`src/rtl/uart_pkg.sv`:
```
// Shared UART definitions: default geometry, frame-sequencer state encoding
// and the command byte constants used by the framing protocol.
package uart_pkg;

  localparam int unsigned MAX_BITS_DEF   = 8;
  localparam int unsigned PARAMETERS_DEF = 6;
  localparam int unsigned FRAME_W_DEF    = MAX_BITS_DEF * PARAMETERS_DEF;

  typedef enum logic [2:0] {
    IDLE  = 3'd0,
    START = 3'd1,
    DATA  = 3'd2,
    STOP  = 3'd3,
    GAP   = 3'd4
  } uart_state_e;

  localparam logic [7:0] CMD_ENCODE = 8'h01;
  localparam logic [7:0] CMD_DECODE = 8'h02;
  localparam logic [7:0] FRAME_END  = 8'h0F;

endpackage

```
`src/rtl/uart_byte_tx.sv`:
```
// Single-character serializer: start bit, MAX_BITS data bits LSB first,
// STOP_BITS stop bits, one bit per clk_N cycle.
// Ports: clk_N/rst_i (async, active-high); start_i + data_i load a character
// when ready_o is high; tx_o is the registered line; ready_o rises on the
// edge that launches the final stop bit so a new character can follow
// without an idle cycle.
module uart_byte_tx
  import uart_pkg::*;
#(
  parameter int unsigned MAX_BITS  = MAX_BITS_DEF,
  parameter int unsigned STOP_BITS = 1
) (
  input  logic                clk_N,
  input  logic                rst_i,
  input  logic                start_i,
  input  logic [MAX_BITS-1:0] data_i,
  output logic                tx_o,
  output logic                ready_o
);

  localparam int unsigned CHAR_BITS = 1 + MAX_BITS + STOP_BITS;
  localparam int unsigned CW        = $clog2(CHAR_BITS);

  logic [CW-1:0]       cnt_q;
  logic [MAX_BITS-1:0] shreg_q;

  // cnt_q is the position of the bit launched on the next edge
  always_ff @(posedge clk_N or posedge rst_i) begin
    if (rst_i) begin
      tx_o    <= 1'b1;
      ready_o <= 1'b1;
      cnt_q   <= '0;
      shreg_q <= '0;
    end else if (ready_o) begin
      if (start_i) begin
        tx_o    <= 1'b0;
        shreg_q <= data_i;
        cnt_q   <= CW'(1);
        ready_o <= 1'b0;
      end
    end else begin
      if (cnt_q <= CW'(MAX_BITS)) begin
        tx_o    <= shreg_q[0];
        shreg_q <= shreg_q >> 1;
      end else begin
        tx_o <= 1'b1;
      end
      if (cnt_q == CW'(CHAR_BITS - 1)) begin
        ready_o <= 1'b1;
        cnt_q   <= '0;
      end else begin
        cnt_q <= cnt_q + CW'(1);
      end
    end
  end

endmodule

```
`src/rtl/uart_frame_tx.sv`:
```
// Multi-byte UART frame transmitter: sends len_i bytes of frame_i, most
// significant byte first, with optional idle gaps between bytes.
// Ports: clk_N bit clock; rst_i async active-high; frame_i/len_i captured on
// accept (tx_valid_i & tx_ready_o); UART_TX serial line (idle high);
// tx_ready_o idle; busy_o = !tx_ready_o; tx_done_o one-cycle completion pulse.
// The FSM re-enters IDLE on the edge that launches the final stop bit, so a
// request taken in the tx_done_o cycle starts right after that stop bit.
module uart_frame_tx
  import uart_pkg::*;
#(
  parameter int unsigned MAX_BITS   = MAX_BITS_DEF,
  parameter int unsigned PARAMETERS = PARAMETERS_DEF,
  parameter int unsigned STOP_BITS  = 1,
  parameter int unsigned GAP_BITS   = 0
) (
  input  logic                           clk_N,
  input  logic                           rst_i,
  input  logic [MAX_BITS*PARAMETERS-1:0] frame_i,
  input  logic [2:0]                     len_i,
  input  logic                           tx_valid_i,
  output logic                           tx_ready_o,
  output logic                           UART_TX,
  output logic                           busy_o,
  output logic                           tx_done_o
);

  localparam int unsigned FRAME_W  = MAX_BITS * PARAMETERS;
  localparam int unsigned MAX_SG   = (STOP_BITS > GAP_BITS) ? STOP_BITS : GAP_BITS;
  localparam int unsigned CNT_MAX  = (MAX_BITS > MAX_SG) ? MAX_BITS : MAX_SG;
  localparam int unsigned CNT_W    = $clog2(CNT_MAX + 1);
  localparam int unsigned IDX_W    = $clog2(PARAMETERS + 1);
  localparam int unsigned STOP_END = STOP_BITS - 1;
  // last byte leaves STOP one cycle early: IDLE covers its final stop bit
  localparam int unsigned STOP_END_LAST = (STOP_BITS > 1) ? STOP_BITS - 2 : 0;
  localparam int unsigned GAP_END  = (GAP_BITS > 0) ? GAP_BITS - 1 : 0;

  uart_state_e          state_q, state_d;
  logic [CNT_W-1:0]     cnt_q, cnt_d;
  logic [IDX_W-1:0]     idx_q, idx_d;
  logic [IDX_W-1:0]     len_q, len_eff_c;
  logic [FRAME_W-1:0]   frame_q, src_c, shifted_c;
  logic [MAX_BITS-1:0]  byte_c;
  logic                 accept_c, last_c, start_req_c, byte_start_c, byte_ready;

  assign accept_c  = tx_valid_i && tx_ready_o;
  assign last_c    = (idx_q == len_q - IDX_W'(1));
  assign len_eff_c = (len_i == '0 || 32'(len_i) > PARAMETERS) ? IDX_W'(PARAMETERS)
                                                               : IDX_W'(len_i);

  // Byte 0 comes straight from frame_i on the accept edge
  assign src_c     = (state_q == IDLE) ? frame_i : frame_q;
  assign shifted_c = src_c << (32'(idx_d) * MAX_BITS);
  assign byte_c    = shifted_c[FRAME_W-1 -: MAX_BITS];
  assign byte_start_c = start_req_c && byte_ready;

  // Next-state logic: state reflects the kind of bit launched on each edge
  always_comb begin
    state_d     = state_q;
    cnt_d       = cnt_q;
    idx_d       = idx_q;
    start_req_c = 1'b0;
    case (state_q)
      IDLE: begin
        if (accept_c) begin
          state_d     = START;
          cnt_d       = '0;
          idx_d       = '0;
          start_req_c = 1'b1;
        end
      end
      START: begin
        state_d = DATA;
        cnt_d   = '0;
      end
      DATA: begin
        if (cnt_q == CNT_W'(MAX_BITS - 1)) begin
          cnt_d = '0;
          if (last_c && STOP_BITS == 1) state_d = IDLE;
          else                          state_d = STOP;
        end else begin
          cnt_d = cnt_q + CNT_W'(1);
        end
      end
      STOP: begin
        if (cnt_q == (last_c ? CNT_W'(STOP_END_LAST) : CNT_W'(STOP_END))) begin
          cnt_d = '0;
          if (last_c) begin
            state_d = IDLE;
          end else if (GAP_BITS > 0) begin
            state_d = GAP;
          end else begin
            state_d     = START;
            idx_d       = idx_q + IDX_W'(1);
            start_req_c = 1'b1;
          end
        end else begin
          cnt_d = cnt_q + CNT_W'(1);
        end
      end
      GAP: begin
        if (cnt_q == CNT_W'(GAP_END)) begin
          state_d     = START;
          cnt_d       = '0;
          idx_d       = idx_q + IDX_W'(1);
          start_req_c = 1'b1;
        end else begin
          cnt_d = cnt_q + CNT_W'(1);
        end
      end
      default: state_d = IDLE;
    endcase
  end

  // State, counters, captured request and registered status outputs
  always_ff @(posedge clk_N or posedge rst_i) begin
    if (rst_i) begin
      state_q    <= IDLE;
      cnt_q      <= '0;
      idx_q      <= '0;
      len_q      <= '0;
      frame_q    <= '0;
      tx_ready_o <= 1'b1;
      busy_o     <= 1'b0;
      tx_done_o  <= 1'b0;
    end else begin
      state_q    <= state_d;
      cnt_q      <= cnt_d;
      idx_q      <= idx_d;
      if (accept_c) begin
        len_q   <= len_eff_c;
        frame_q <= frame_i;
      end
      tx_ready_o <= (state_d == IDLE);
      busy_o     <= (state_d != IDLE);
      tx_done_o  <= (state_d == IDLE) && (state_q != IDLE);
    end
  end

  uart_byte_tx #(
    .MAX_BITS  (MAX_BITS),
    .STOP_BITS (STOP_BITS)
  ) u_byte_tx (
    .clk_N   (clk_N),
    .rst_i   (rst_i),
    .start_i (byte_start_c),
    .data_i  (byte_c),
    .tx_o    (UART_TX),
    .ready_o (byte_ready)
  );

endmodule

```
`config.mk`:
```
export PLATFORM = sky130hd
export DESIGN_NAME = uart_frame_tx
export DESIGN_NICKNAME = d
export VERILOG_FILES = /design/src/rtl/uart_pkg.sv /design/src/rtl/uart_byte_tx.sv /design/src/rtl/uart_frame_tx.sv
export SDC_FILE = /design/constraint.sdc
export NUM_CORES = 1
export LEC_CHECK = 0
export ABC_AREA = 1
export BUFFER_PORTS_ARGS = -buffer_cell sky130_fd_sc_hd__buf_4
export CORE_ASPECT_RATIO = 1.4
export CORE_UTILIZATION = 51
export CTS_CLUSTER_DIAMETER = 150
export DETAILED_ROUTE_END_ITERATION = 16
export PLACE_DENSITY = 0.74
export SLEW_MARGIN = 20
export SYNTH_ARGS = -nofsm -noshare
export SYNTH_HDL_FRONTEND = slang
export SYNTH_SLANG_ARGS = --single-unit
```
`constraint.sdc`:
```
create_clock -name clk_N -period 2.7 [get_ports clk_N]
set_clock_uncertainty 0.2 [all_clocks]
set_input_delay 0.54 -clock clk_N [delete_from_list [all_inputs] [get_ports clk_N]]
set_output_delay 0.54 -clock clk_N [all_outputs]
set_load 0.01 [all_outputs]
```
==> impl_metrics.env <==
export IMPL_timing_hold_violations_final=0
export IMPL_die_y_um=114
export IMPL_synth_edf_count=0
export IMPL_synth_warnings=0
export IMPL_tritoncts="yes"
export IMPL_finalSetupViolCount=0
export IMPL_synth_distinct_cells=37
export IMPL_synth_top_area_frac=0.409
export IMPL_grt_max_degree=100
export IMPL_ant_nets=0
export IMPL_cp_required_ns=2.73
export IMPL_place_congestion=0.898
export IMPL_grt_pass1_vias=4034
export IMPL_initial_core_util=0.530
export IMPL_arrival_ns=2.51
export IMPL_portBuffers=57
export IMPL_synth_seq_cells=78
export IMPL_final_core_util=0.626
export IMPL_n_fill_cell=813
export IMPL_p_sw_frac=0.430
export IMPL_vias=4151
export IMPL_grt_ovfl_total=0
export IMPL_cts_sinks=78
export IMPL_root_buffer="clkbuf_16"
export IMPL_dieArea_mm2=0.00939
export IMPL_grt_first_pass_wirelength_um=17900
export IMPL_n_antenna_cell=0
export IMPL_layout_nets=749
export IMPL_seqPwrFrac=0.309
export IMPL_synthFlopType="dfrtp_1"
export IMPL_clk_latency_ns=0.34
export IMPL_cp_start_kind="register"
export IMPL_rows=40
export IMPL_cts_inserted_buffers=9
export IMPL_cts_buffer_depth=2
export IMPL_grtUsageTotal=0.248
export IMPL_dieWidth_um=82.2
export IMPL_first_pass_iters=5
export IMPL_wl_met3_um=346
export IMPL_wl_met2_um=5140
export IMPL_synth_area_leader_cell="dfrtp_1"
export IMPL_drive_above_1_share=0.172
export IMPL_finalSetupTns_ns=0
export IMPL_htreeDepth=3
export IMPL_critPathKind="reg2reg"
export IMPL_routedWlPerCell_um=12.8
export IMPL_tightest_slew_ns=0.827
export IMPL_highest_layer="met4"
export IMPL_async_reset_ff_frac=1.00
export IMPL_switchingPower_mw=2.81
export IMPL_pwr_share_clk=0.212
export IMPL_clkTransAtPathRegs_ns=0.06
export IMPL_antenna_found_initial=0
export IMPL_wl_um=10200
export IMPL_internal_power_mw=3.72
export IMPL_hp_class="reg2reg"
export IMPL_status="complete, no violations"
export IMPL_worst_hold_slack_ns=0.264
export IMPL_p_leak_nw=2.88
export IMPL_pwr_share_comb=0.479
export IMPL_drv_slew=0
export IMPL_syn_nets=703
export IMPL_fin_crit_sh=0.917
export IMPL_viasPerCell=5.18
export IMPL_yosysSeqAreaShare=0.426
export IMPL_coreArea_mm2=0.00866
export IMPL_worst_setup_path_end_kind="register"
export IMPL_drt_iter0_drc=255
export IMPL_netlist_top_cells_count="210 x nand2_1, 105 x o21ai_0, 90 x inv_1"
export IMPL_fmax_mhz=404
export IMPL_wirelength_met1_um=4370
export IMPL_syn_area_per_cell_um2=7.12
export IMPL_relSlewSlack=0.449
export IMPL_yosysMostFrequentCell="nand2_1"
export IMPL_synth_cells=645
export IMPL_pin_count=58
export IMPL_total_power_mw=6.54
export IMPL_drc=0
export IMPL_fin_crit_ns=2.48
export IMPL_max_cap_violations=0
export IMPL_powerDensity_mw_per_mm2=1210
export IMPL_dp_hpwl_um=7330
export IMPL_synth_area_mm2=0.00459
export IMPL_syn2layout_area_growth_pct=18.0
export IMPL_peakVddDrop_uv=622
export IMPL_synth_area_leaders="dfrtp_1 41%, nand2_1 17%, o21ai_0 11%"
export IMPL_grt_setup_unrepaired="no"
export IMPL_cp_max_fo=11
## layout make-up
cell class	instances	area, µm²	share of cell area
clock inverter	6	110	0.0203
inverter	99	379	0.0700
sequential	78	1960	0.361
clock buffer	10	229	0.0423
tap	105	131	0.0242
multi-input combinational	439	2120	0.391
timing repair buffer	64	495	0.0914
## metal layers
| metal | vias up | track usage |
|---|---|---|
| met1 | 1907 | 0.305 |
| met5 | - | 0 |
| met3 | 32 | 0.0446 |
| met4 | 0 | 0.137 |
| met2 | 101 | 0.402 |
| li1 | 2111 | - |
## placed cells by master, fill, tap and decap left out, types with 6 or more instances in the layout
cell	Yosys	final
o21ai_0	105	105
a21oi_2	8	8
nand3_1	48	48
nand2_2	8	9
inv_1	90	89
nand2_1	210	209
buf_4	2	62
nor2_1	22	22
clkbuf_16	0	9
inv_2	6	6
dfrtp_1	75	75
## kinds of logic after synthesis
| kind of cell | Yosys count | share of synthesized area |
|---|---|---|
| AOI/OAI and AO/OA | 127 | 0.148 |
| xor gates and xnor gates | 2 | 0.00381 |
| adders and majority gates | 4 | 0.0109 |
| buffers and inverters | 128 | 0.114 |
| DFF | 78 | 0.426 |
| and+or+nand+nor | 306 | 0.298 |
## registers in the layout, summed over array words and instances (netlist names)
signal,flops
u_byte_tx.cnt_q,4
busy_o,1
frame_q,48
u_byte_tx.ready_o,1
state_q,3
tx_ready_o,1
u_byte_tx.shreg_q,8
cnt_q,4
idx_q,3
len_q,3
tx_done_o,1
u_byte_tx.tx_o,1
## path summary, 6_finish.rpt
check | from | to | slack (ns) | depth (start not counted)
min in group asynchronous | rst_i | state_q[1] | 0.50 | 3
max reg2reg | len_q[0] | u_byte_tx.shreg_q[6] | 0.22 | 17
max in group asynchronous | rst_i | u_byte_tx.tx_o | 1.20 | 4
max | len_q[0] | u_byte_tx.shreg_q[6] | 0.22 | 17
min reg2reg | u_byte_tx.tx_o | u_byte_tx.tx_o | 0.26 | 2
min | u_byte_tx.tx_o | u_byte_tx.tx_o | 0.26 | 2
## critical path: stages, from the launching register on
cell	delay [ns]
dfrtp_1	0.36
inv_1	0.07
ha_1	0.31
inv_1	0.04
nand2_1	0.05
nand2_1	0.05
nor2_2	0.16
nand3_2	0.16
nand3_4	0.12
nand2_2	0.06
nand2_2	0.24
inv_2	0.15
nand3_1	0.11
nand2_1	0.05
nand2_1	0.05
nand2_1	0.06
nand2_1	0.06
nand2_1	0.05
## timing repair
item	4_1_cts	5_1_grt
resized for setup	0	0
hold buffers	1	0
setup buffers	0	0
hold endpoints to repair	8	0
## power groups by stage
stage | Combinational (mW) | Clock, mW | Sequential, mW
after global placement | 3.04 | 0 | 2.01
after global routing | 3.63 | 1.46 | 2.08
after detailed placement | 3.10 | 0 | 2.04
after CTS | 3.14 | 1.41 | 2.03
after floorplan | 2.54 | 0 | 1.96
final | 3.13 | 1.39 | 2.02
## per-stage QoR
stage,setup WS (ns),instances,instance area (µm²)
5_1_grt,0.00623,801,5420
4_1_cts,0.242,801,5420
6_report,0.224,801,5420
2_1_floorplan,0.605,645,4600
3_3_place_gp,0.366,784,5070
3_5_place_dp,0.288,784,5070
Note: power is estimated with default switching activity, not from simulation.
